<file path="src/rtl/uart_tx_fifo_gen.sv">
// UART transmitter with a small input FIFO.
// Configurable word width, parity, stop bits and bit prescale.
module uart_tx_fifo_gen #(
   parameter int WIDTH = 8,
   parameter int DEPTH = 4,
   parameter int PRE_W = 6
) (
   input  logic                     CLK,
   input  logic                     RST,
   input  logic [WIDTH-1:0]         P_DATA,
   input  logic                     DATA_VALID,
   output logic                     DATA_READY,
   input  logic                     PAR_EN,
   input  logic                     PAR_TYP,
   input  logic                     STOP2,
   input  logic [PRE_W-1:0]         PRESCALE,
   output logic                     TX_OUT,
   output logic                     Busy,
   output logic [$clog2(DEPTH):0]   FIFO_COUNT
);

   localparam int AW = $clog2(DEPTH);
   localparam int CW = AW + 1;
   localparam int IW = (WIDTH > 1) ? $clog2(WIDTH) : 1;

   typedef enum logic [2:0] {
      S_IDLE,
      S_START,
      S_DATA,
      S_PARITY,
      S_STOP1,
      S_STOP2
   } state_t;

   logic [WIDTH-1:0] r_mem [DEPTH];
   logic [AW-1:0]    r_wr_ptr;
   logic [AW-1:0]    r_rd_ptr;
   logic [CW-1:0]    r_count;

   state_t           r_state;
   logic [PRE_W-1:0] r_div;
   logic [IW-1:0]    r_idx;
   logic [WIDTH-1:0] r_word;
   logic             r_par_en;
   logic             r_par_typ;
   logic             r_stop2;
   logic [PRE_W-1:0] r_ps;
   logic             r_tx;
   logic             r_busy;

   logic             w_ready;
   logic             w_push;
   logic             w_pop;
   logic             w_eof;
   logic             w_tick;
   logic             w_par;
   logic [PRE_W-1:0] w_ps_in;
   logic [PRE_W-1:0] w_ps_m1;
   logic [WIDTH-1:0] w_head;
   state_t           w_state_n;
   logic [PRE_W-1:0] w_div_n;
   logic [IW-1:0]    w_idx_n;
   logic             w_tx_n;
   logic             w_busy_n;

   assign w_ready    = (r_count != CW'(DEPTH));
   assign w_push     = DATA_VALID & w_ready & ~RST;
   assign w_head     = r_mem[r_rd_ptr];
   assign w_ps_in    = (PRESCALE == '0) ? PRE_W'(1) : PRESCALE;
   assign w_ps_m1    = r_ps - PRE_W'(1);
   assign w_tick     = (r_div == w_ps_m1);
   assign w_par      = r_par_typ ? ~^r_word : ^r_word;

   assign DATA_READY = w_ready;
   assign FIFO_COUNT = r_count;
   assign TX_OUT     = r_tx;
   assign Busy       = r_busy;

   // FIFO storage; written only on an accepted push
   always_ff @(posedge CLK) begin
      if (w_push) begin
         r_mem[r_wr_ptr] <= P_DATA;
      end
   end

   // FIFO pointers and occupancy
   always_ff @(posedge CLK) begin
      if (RST) begin
         r_wr_ptr <= '0;
         r_rd_ptr <= '0;
         r_count  <= '0;
      end else begin
         if (w_push) begin
            r_wr_ptr <= r_wr_ptr + AW'(1);
         end
         if (w_pop) begin
            r_rd_ptr <= r_rd_ptr + AW'(1);
         end
         unique case ({w_push, w_pop})
            2'b10:   r_count <= r_count + CW'(1);
            2'b01:   r_count <= r_count - CW'(1);
            default: r_count <= r_count;
         endcase
      end
   end

   // Next state, bit timer, pop request and registered pin values
   always_comb begin
      w_state_n = r_state;
      w_div_n   = r_div;
      w_idx_n   = r_idx;
      w_pop     = 1'b0;
      w_eof     = 1'b0;
      w_tx_n    = 1'b1;
      w_busy_n  = 1'b0;

      unique case (r_state)
         S_IDLE: begin
            w_div_n = '0;
            if (r_count != '0) begin
               w_pop     = 1'b1;
               w_state_n = S_START;
            end
         end
         S_START: begin
            if (w_tick) begin
               w_state_n = S_DATA;
               w_idx_n   = '0;
            end
         end
         S_DATA: begin
            if (w_tick) begin
               if (r_idx == IW'(WIDTH - 1)) begin
                  w_state_n = r_par_en ? S_PARITY : S_STOP1;
               end else begin
                  w_idx_n = r_idx + IW'(1);
               end
            end
         end
         S_PARITY: begin
            if (w_tick) begin
               w_state_n = S_STOP1;
            end
         end
         S_STOP1: begin
            if (w_tick) begin
               if (r_stop2) begin
                  w_state_n = S_STOP2;
               end else begin
                  w_eof = 1'b1;
               end
            end
         end
         S_STOP2: begin
            if (w_tick) begin
               w_eof = 1'b1;
            end
         end
         default: begin
            w_state_n = S_IDLE;
         end
      endcase

      if (r_state != S_IDLE) begin
         w_div_n = w_tick ? '0 : r_div + PRE_W'(1);
      end

      if (w_eof) begin
         if (r_count != '0) begin
            w_pop     = 1'b1;
            w_state_n = S_START;
         end else begin
            w_state_n = S_IDLE;
         end
      end

      unique case (w_state_n)
         S_START:  w_tx_n = 1'b0;
         S_DATA:   w_tx_n = r_word[w_idx_n];
         S_PARITY: w_tx_n = w_par;
         default:  w_tx_n = 1'b1;
      endcase

      w_busy_n = (w_state_n != S_IDLE);
   end

   // FSM registers; frame settings are captured with the popped word
   always_ff @(posedge CLK) begin
      if (RST) begin
         r_state   <= S_IDLE;
         r_div     <= '0;
         r_idx     <= '0;
         r_word    <= '0;
         r_par_en  <= 1'b0;
         r_par_typ <= 1'b0;
         r_stop2   <= 1'b0;
         r_ps      <= PRE_W'(1);
         r_tx      <= 1'b1;
         r_busy    <= 1'b0;
      end else begin
         r_state <= w_state_n;
         r_div   <= w_div_n;
         r_idx   <= w_idx_n;
         r_tx    <= w_tx_n;
         r_busy  <= w_busy_n;
         if (w_pop) begin
            r_word    <= w_head;
            r_par_en  <= PAR_EN;
            r_par_typ <= PAR_TYP;
            r_stop2   <= STOP2;
            r_ps      <= w_ps_in;
         end
      end
   end

endmodule

</file>
<file path="config.mk">
export PLATFORM = sky130hd
export DESIGN_NAME = uart_tx_fifo_gen
export DESIGN_NICKNAME = d
export VERILOG_FILES = /design/src/rtl/uart_tx_fifo_gen.sv
export SDC_FILE = /design/constraint.sdc
export NUM_CORES = 1
export LEC_CHECK = 0
export ABC_AREA = 1
export CORE_AREA = 10 10 87 89
export DETAILED_ROUTE_END_ITERATION = 7
export DIE_AREA = 0 0 97 99
export PLACE_DENSITY_LB_ADDON = 0.25
export SYNTH_ARGS = -nofsm -noshare
export SYNTH_HDL_FRONTEND = slang
export SYNTH_SLANG_ARGS = --single-unit
</file>
<file path="constraint.sdc">
create_clock -name CLK -period 3.4 [get_ports CLK]
set_input_delay 0.85 -clock CLK [delete_from_list [all_inputs] [get_ports CLK]]
set_output_delay 0.85 -clock CLK [all_outputs]
set_load 0.02 [all_outputs]
</file>
Yosys cells after proc, flatten, opt, wreduce, memory -nomap -nowiden
Memories as Yosys holds them, arrays and structs flattened. A register that Yosys moved wholly into a read port is not among the register bits.
Cells that the tools add are included.
{"block": "op_classes", "add_sub_neg": 7, "bitwise": 3, "n_eq_ne": 13, "n_reduce_logical": 9, "magnitude_cmp": 1, "n_mux": 34}
{"op": "$mux 3", "n": 12}
{"op": "$mux 6", "n": 4}
{"op": "$pmux 3 s6", "n": 1}
{"op": "$eq 3x2->1 const B", "n": 4}
{"op": "$mux 1", "n": 12}
{"op": "$pmux 3 s2", "n": 2}
{"op": "$eq 3x3->1 const B", "n": 3}
{"op": "$reduce_bool 3->1", "n": 3}
{"op": "$reduce_xnor 8->1", "n": 1}
{"op": "$reduce_xor 8->1", "n": 1}
{"op": "$add 3x1->3 const B", "n": 2}
{"op": "$add 6x1->6 const B", "n": 1}
{"op": "$eq 3x1->1 const B", "n": 2}
{"op": "$eq 6x6->1", "n": 1}
{"op": "$logic_not 6->1", "n": 1}
{"op": "$sub 6x1->6 const B", "n": 1}
{"op": "$add 2x1->2 const B", "n": 2}
{"op": "$lt 3x4->1 const B", "n": 1}
{"op": "$reduce_bool 2->1", "n": 2}
{"op": "$bmux 1 s3", "n": 1}
{"op": "$logic_not 3->1", "n": 1}
{"op": "$ne 3x3->1 const B", "n": 1}
{"op": "$pmux 1 s3", "n": 1}
{"op": "$sub 3x1->3 const B", "n": 1}
{"op": "5 further kinds", "n": 6}
{"block": "word_totals", "in_bits": 20, "mem_bits_rw": 32, "word_cells": 80, "ff_bits": 30, "output_inout_bits": 6, "mem_count": 1}
{"name": "r_mem", "depth": 4, "width": 8, "read_ports": 1, "rd_clocked_by_memory_dff": 1, "wr": 1, "line": "35", "text": "logic [WIDTH-1:0] r_mem [DEPTH];"}

Depth between registers and ports, before layout
Gate-level depths: netlist (run 1).
{"block": "depth", "word_depth": 7, "mapped_depth": 22, "depth_no_buf": 21}

Worst setup path before layout (run 1)
OpenSTA, ideal clock, no wires.
{"block": "synth_timing", "kind": "register -> register", "start": "reg r_ps[0]", "end": "reg r_count[2], in the netlist FIFO_COUNT[2]", "setup_time_ps": 122, "required_ps": 3278, "slack_ps": 546, "stages_incl_launch_ff": 23, "period_less_slack_ps": 2854, "arrival_time_ps": 2732, "cell_sequence": "dfxtp_1 > inv_2 > ha_1 > inv_1 > nand2_1 > nand2_1 > nor2_1 > nand3_2 > nor2_4 > nand3_4 > inv_2 > nand4_2 > nand2_2 > nand2_4 > inv_4 > buf_4 > ha_1 > inv_1 > fa_1 > a21oi_1 > o21ai_0 > o21ai_0 > a21oi_1"}
{"block": "synth_via", "elab_chain_len": 7, "elab_cells_between_ends": 10}
{"item": "start: declaration", "line": "47", "text": "logic [PRE_W-1:0] r_ps;"}
{"item": "start signal: assignment", "line": "211", "text": "r_ps <= w_ps_in;"}
{"item": "$sub 6x1->6 (*)", "line": "70", "text": "assign w_ps_m1 = r_ps - PRE_W'(1);"}
{"item": "$eq 6x6->1 (*)", "line": "71", "text": "assign w_tick = (r_div == w_ps_m1);"}
{"item": "$mux 1 (on tied branches)", "line": "155, 146"}
{"item": "$pmux 1 s2 (*)", "line": "117", "text": "unique case (r_state)"}
{"item": "$mux 1 (*)", "line": "168", "text": "if (w_eof) begin"}
{"item": "net w_pop", "line": "53", "text": "logic w_pop;"}
{"item": "$eq 2x1->1 or $eq 2x2->1 (tied branches)", "line": "99", "text": "unique case ({w_push, w_pop})"}
{"item": "$pmux 3 s2 or $reduce_bool 2->1 (tied branches)"}
{"item": "end signal: assignment", "line": "100", "text": "2'b10: r_count <= r_count + CW'(1);"}
{"item": "end signal: assignment", "line": "101", "text": "2'b01: r_count <= r_count - CW'(1);"}
{"item": "end signal: assignment", "line": "102", "text": "default: r_count <= r_count;"}
{"item": "end: declaration", "line": "38", "text": "logic [CW-1:0] r_count;"}
Mark *: on every way through the listed nets, which the timed path passes. The rest lies on a longest branch.
A chain may end at the register's enable or synchronous reset.

Worst setup path in the final report (run 1)
{"block": "layout_timing", "start": "reg r_ps[0]", "end": "reg r_count[2], in the netlist FIFO_COUNT[2]"}
{"block": "layout_via", "elab_chain_len": 7, "elab_cells_between_ends": 10}
{"item": "$sub 6x1->6 (*)", "line": "70"}
{"item": "$eq 6x6->1 (*)", "line": "71"}
{"item": "$mux 1 (on tied branches)", "line": "155, 146"}
{"item": "$pmux 1 s2 (*)", "line": "117"}
{"item": "$mux 1 (*)", "line": "168"}
{"item": "$eq 2x1->1 or $eq 2x2->1 (tied branches)", "line": "99"}
{"item": "$pmux 3 s2 or $reduce_bool 2->1 (tied branches)"}
Every way passes the cells marked *; elsewhere a longest branch is shown, timed or not.

==> reports/metrics.yaml, run 1 <==
htree_levels: 3
wl_um: 6380
synthesis.area_um2: 3320
first_iter_violations: 117
cts_tree: "done"
ir_drop_mv: 0.386
clk_pin_slew_ns: 0.07
switchingPower_w: 0.00138
clockPowerShare_pct: 18.9
tightestPinTransition_ns: 0.760
fin_util_pct: 65.3
cp.arrival_ns: 3.26
grt_pass1_vias: 2451
synthCells: 386
ctsHoldBuffers: 0
drtPass1Iterations: 4
swShare_pct: 41.5
diodes: 0
drive_above_1_share_pct: 8.55
ctsResizeCount: 0
area_growth_pct: 15.2
syn_area_per_cell_um2: 8.59
cts_inserted_buffers: 9
die_x_um: 97
clkSinkCount: 70
period_share_pct: 89.1
ys_types: 37
synth_seq_area_share_pct: 51.9
max_stage_delay_ns: 0.38
grt_max_degree: 26
fill_cells: 486
async_flop_share_pct: 0
yosys-top-cells-count: "nor2_1 (64), nand2_1 (55), o21ai_0 (40)"
wl_per_cell_um: 12.9
rows: 28
ant_nets: 0
drv_cap: 0
clockBufferDepth: 2
drc: 0
hpwlAfterDp_um: 4640
multi_input_area_um2: 1380
synth-seq-cells: 70
fin_setup_tns_ns: 0
status: "completed"
hold_start: "r_div[0]"
clock_latency_ns: 0.35
rsz0062_at_grt: "no"
cp_cell_sequence: "inv_2 -> ha_1 -> inv_1 -> nand2_1 -> nand2_1 -> nor2_1 -> nand3_2 -> nor2_4 -> nand3_4 -> inv_2 -> nand4_2 -> nand2_2 -> nand2_4 -> inv_4 -> ha_1 -> inv_1 -> fa_1 -> a21oi_1 -> o21ai_0 -> o21ai_0 -> a21oi_1"
die_y_um: 99
finalCriticalPeriod_ns: 3.03
hold_viol_final: 0
power_per_cell_area_nw_per_um2: 867
yosysTopAreaCell: "edfxtp_1"
rrSetupSlack_ns: 0.37
die_area_um2: 9600
viasPerCell: 5.21
coreArea_um2: 5850
port_buffers: 25
antenna_found_initial: 0
p_int_w: 0.00194
rr_worst_depth: 21
worstReg2RegStart: "r_ps[0]"
crit_type: "reg -> reg"
synth_area_leaders: "edfxtp_1 (29%), dfxtp_1 (23%), nor2_1 (7.2%), nand2_1 (6.2%), o21ai_0 (6.0%)"
power.total_w: 0.00331
synth.top_cell.area_share_pct: 29.0
grt_remaining_overflow: 0
start_util_pct: 56.7
drv_slew: 0
ys_warn_count: 0
finalNetCount: 445
grtUsageTotal_pct: 13.5
power_frac_seq_pct: 37.2
synth_most_common_cell: "nor2_1"
io_pins: 26
power.leakage_nw: 1.53
startpoint_type: "flop"
gp_congestion: 0.904
syn-num-nets: 415
grt_pass1_wl_um: 10800
required_ns: 3.63
synth-edff-count: 32
critPathCaptureType: "flop"
regToRegEndpoint: "FIFO_COUNT[2]"
synthFlopType: "dfxtp_1"
cts_root_buf: "clkbuf_8"
regArea_um2: 1720
hp-class: "reg -> reg"
maxSlewHeadroom_pct: 49.1
pwr-share-comb_pct: 43.8
holdPathEnd: "r_div[0]"
whs_path_depth: 1
setup_violations: 0
fmaxAchievable_mhz: 330
worst_clock_skew_ns: 0.00688
post_cts_buffers: 0
critPathSlowestCell: "fa_1"
critical_path.max_fanout: 19
vias: 2586
-- sequential cells by signal, summed over array words and instances, names as in the netlist, 3 cells and up --
signal / cells
r_word: 8
FIFO_COUNT: 3
r_idx: 3
r_ps: 6
r_state: 3
r_mem: 32
r_div: 6
-- metrics by stage --
step	std cells	instance area, µm²	setup WS (ns)	hold slack [ns]
after floorplan	386	3320	0.546	0.441
after global placement	480	3640	0.530	0.460
after detailed placement	480	3640	0.386	0.472
after CTS	496	3820	0.353	0.490
after global routing	496	3820	0.0201	0.513
final	496	3820	0.371	0.488
-- placed cells by master, fill, tap and decap left out, types with 2 or more instances in the layout --
master           instances
o21ai_0                 40
edfxtp_1                32
dfxtp_1                 38
nand2_2                  4
ha_1                     8
nand2_1                 55
nand4_1                  4
inv_2                    5
nor2_1                  64
or2_2                    2
o22ai_1                  3
inv_1                   37
a21oi_1                 14
nand3_2                  2
a31oi_1                  5
clkinv_1                 3
o21ai_1                  3
clkdlybuf4s50_1         25
xnor2_1                  6
nand3_1                 27
xor2_1                   8
a211oi_1                 2
nor2_2                   2
nor3_1                   4
clkbuf_8                 9
buf_4                    4
-- per-layer routing --
layer  track usage (%)  up-vias  wire, µm
met2              23.3       43      3160
met5                 0        -         0
li1                  -     1348         -
met1              15.0     1183      2840
met3              2.86       12       222
met4              7.83        0       157
-- power groups by stage --
stage          sequential (W)  clock, W  combinational (W)
2_1_floorplan         0.00121         0            0.00118
3_3_place_gp          0.00125         0            0.00141
3_5_place_dp          0.00125         0            0.00145
4_1_cts               0.00123  0.000634            0.00146
5_1_grt               0.00126  0.000671            0.00167
6_report              0.00123  0.000627            0.00145
-- area by class of cell --
class,count,share of cell area [%]
repair buffers,29,7.33
inverters,43,4.29
clock buffers,10,3.34
flip-flops and latches,70,45.1
well taps,75,2.46
clock inverters,6,1.41
multi-input cells,263,36.1
-- worst max-delay path by stage --
stage	start	cells after the start	end	slack, ns
after global placement	r_ps[0]	21	FIFO_COUNT[2]	0.53
after global routing	r_ps[0]	21	FIFO_COUNT[2]	0.02
after detailed placement	r_ps[1]	21	FIFO_COUNT[2]	0.39
final	r_ps[0]	21	FIFO_COUNT[2]	0.37
after CTS	r_ps[0]	21	FIFO_COUNT[2]	0.35
after floorplan	r_ps[0]	22	FIFO_COUNT[2]	0.55
-- cell families after synthesis --
family | count (synthesis) | share of synthesized area [%]
AOI/OAI and AO/OA | 71 | 11.5
xor gates and xnor gates | 14 | 3.70
adders and majority gates | 9 | 3.62
buffers and inverters | 53 | 6.45
DFF | 70 | 51.9
and+or+nand+nor | 169 | 22.8
-- worst max-delay path: cells and delay by family (launching register included) --
family                     cells  cell delay [ns]
and+or+nand+nor                9             0.91
AOI/OAI and AO/OA              4             0.48
adders and majority gates      3             0.81
DFF                            1             0.34
buffers and inverters          5             0.35
No activity file was read; power rests on OpenSTA's default activity.
==> inputs of run 2 (changes only) <==
--- a/config.mk
+++ b/config.mk
@@ -7,6 +7,7 @@
 export LEC_CHECK = 0
 export ABC_AREA = 1
 export CORE_AREA = 10 10 87 89
+export CTS_CLUSTER_DIAMETER = 120
 export DETAILED_ROUTE_END_ITERATION = 7
 export DIE_AREA = 0 0 97 99
 export PLACE_DENSITY_LB_ADDON = 0.25
==> results of run 2 <==
The final DEF is identical to that of run 1; final timing and power are the same.
==> inputs of run 3 (changes only) <==
--- a/config.mk
+++ b/config.mk
@@ -10,7 +10,7 @@
 export CTS_CLUSTER_DIAMETER = 120
 export DETAILED_ROUTE_END_ITERATION = 7
 export DIE_AREA = 0 0 97 99
-export PLACE_DENSITY_LB_ADDON = 0.25
+export PLACE_DENSITY = 0.76
 export SYNTH_ARGS = -nofsm -noshare
 export SYNTH_HDL_FRONTEND = slang
 export SYNTH_SLANG_ARGS = --single-unit
==> run 3 against run 2 <==
Global-route usage grew 0.31 points. Clock power is 4.9% higher. Non-clock buffer count unchanged. Die area did not move. Final cell count unchanged. Register-to-register slack improved by 0.04 ns. Critical path depth stayed put. First-iteration DRC count rose by 25%. Design area is 0.26% higher. Critical endpoint unchanged. Largest cell class unchanged. Largest power group unchanged.
==> reports/metrics.yaml, run 3 (same netlist as run 1, synthesis figures left out) <==
status: "completed"
cts_inserted_buffers: 9
top_regs: "r_mem x32, r_word x8"
power.leakage_nw: 1.54
largest_reg_flops: 32
ant_nets: 0
ctsResizeCount: 0
maxSlewHeadroom_pct: 44.8
critPathCaptureType: "flop"
ir_drop_mv: 0.435
area_growth_pct: 15.5
die_area_um2: 9600
swShare_pct: 41.3
cts_root_buf: "clkbuf_8"
wl_per_cell_um: 12.9
die_y_um: 99
clock_latency_ns: 0.35
grt_pass1_vias: 2434
grtUsageTotal_pct: 13.8
vias: 2582
gp_congestion: 0.880
die_x_um: 97
coreArea_um2: 5850
clockBufferDepth: 2
grt_remaining_overflow: 0
worst_clock_skew_ns: 0.00991
postLayoutCellArea_um2: 3830
whs_path_depth: 1
hp-class: "reg -> reg"
port_buffers: 25
critPathSlowestCell: "fa_1"
cp_cell_sequence: "inv_2 -> ha_1 -> inv_1 -> nand2_1 -> nand2_1 -> nor2_1 -> nand3_2 -> nor2_4 -> nand3_4 -> inv_2 -> nand4_2 -> nand2_2 -> nand2_4 -> inv_4 -> ha_1 -> inv_1 -> fa_1 -> a21oi_1 -> o21ai_0 -> o21ai_0 -> a21oi_1"
power.total_w: 0.00335
clkSinkCount: 70
diodes: 0
drive_above_1_share_pct: 8.55
drtPass1Iterations: 5
pwr-share-comb_pct: 43.5
cp.arrival_ns: 3.23
regMostFlops: "r_mem"
final_common_cell: "nor2_1"
start_util_pct: 56.7
p_int_w: 0.00196
drv_cap: 0
power_frac_seq_pct: 36.8
finalNetCount: 445
post_cts_buffers: 0
required_ns: 3.65
finalCriticalPeriod_ns: 2.99
switchingPower_w: 0.00138
rsz0062_at_grt: "no"
power_per_cell_area_nw_per_um2: 874
startpoint_type: "flop"
clockPowerShare_pct: 19.7
hpwlAfterDp_um: 4620
viasPerCell: 5.21
crit_type: "reg -> reg"
io_pins: 26
tightestPinTransition_ns: 0.825
grt_max_degree: 26
fin_setup_tns_ns: 0
max_stage_delay_ns: 0.38
rr_worst_depth: 21
fmaxAchievable_mhz: 335
final_cell_mix: "nor2_1 (64), nand2_1 (55), o21ai_0 (40)"
htree_levels: 3
ctsHoldBuffers: 0
postPlaceCellArea_um2: 3640
drv_slew: 0
first_iter_violations: 146
clk_pin_slew_ns: 0.07
grt_pass1_wl_um: 11000
hold_viol_final: 0
wl_um: 6420
cts_tree: "done"
period_share_pct: 87.9
rows: 28
critical_path.max_fanout: 19
antenna_found_initial: 0
setup_violations: 0
drc: 0
==> run 3: worst paths after layout <==
| path | from | to | slack (ns) |
|---|---|---|---|
| worst max register to register | r_ps[0] | FIFO_COUNT[2] | 0.41 |
| worst max-delay path | r_ps[0] | FIFO_COUNT[2] | 0.41 |
| worst min-delay path | r_div[0] | r_div[0] | 0.48 |
| worst min register to register | r_div[0] | r_div[0] | 0.48 |
==> run 3: metrics by stage <==
step | setup slack (ns) | utilization, % | std cells | hold WS [ns]
after floorplan | 0.546 | - | 386 | 0.441
after global placement | 0.530 | 62.2 | 480 | 0.459
after detailed placement | 0.398 | 62.2 | 480 | 0.464
after CTS | 0.388 | 65.5 | 496 | 0.484
after global routing | 0.0157 | 65.5 | 496 | 0.509
final | 0.413 | 65.5 | 496 | 0.481
==> run 3: power groups by stage <==
| stage | Combinational (W) | Sequential [W] | Clock (W) |
|---|---|---|---|
| floorplan | 0.00118 | 0.00121 | 0 |
| global placement | 0.00141 | 0.00125 | 0 |
| detailed placement | 0.00146 | 0.00125 | 0 |
| CTS | 0.00146 | 0.00123 | 0.000668 |
| global route | 0.00167 | 0.00126 | 0.000698 |
| finish | 0.00146 | 0.00123 | 0.000658 |
==> run 3: routing by layer <==
layer	vias to the layer above	global-route usage (%)	share of wire [%]	routed length [µm]
met5	-	0	0	0
met4	0	7.38	2.0	129
met3	13	4.33	3.9	249
met2	40	22.8	49	3150
met1	1180	15.6	45	2890
li1	1349	-	-	-
==> run 3: area by class of cell <==
type	count	area, µm²
Fill cell	504	2020
Clock inverter	4	46.3
Multi-Input combinational cell	263	1380
Clock buffer	12	145
Timing Repair Buffer	29	280
Tap cell	75	93.8
Inverter	43	164
Sequential cell	70	1720
==> run 3: worst max-delay path: cells and delay by family (launching register included) <==
family                   cells  cell delay [ns]
AND/OR/NAND/NOR              9             0.91
flip-flops                   1             0.35
buffers and inverters        5             0.35
adder cells (fa/ha/maj)      3             0.81
AO/OA/AOI/OAI                4             0.45
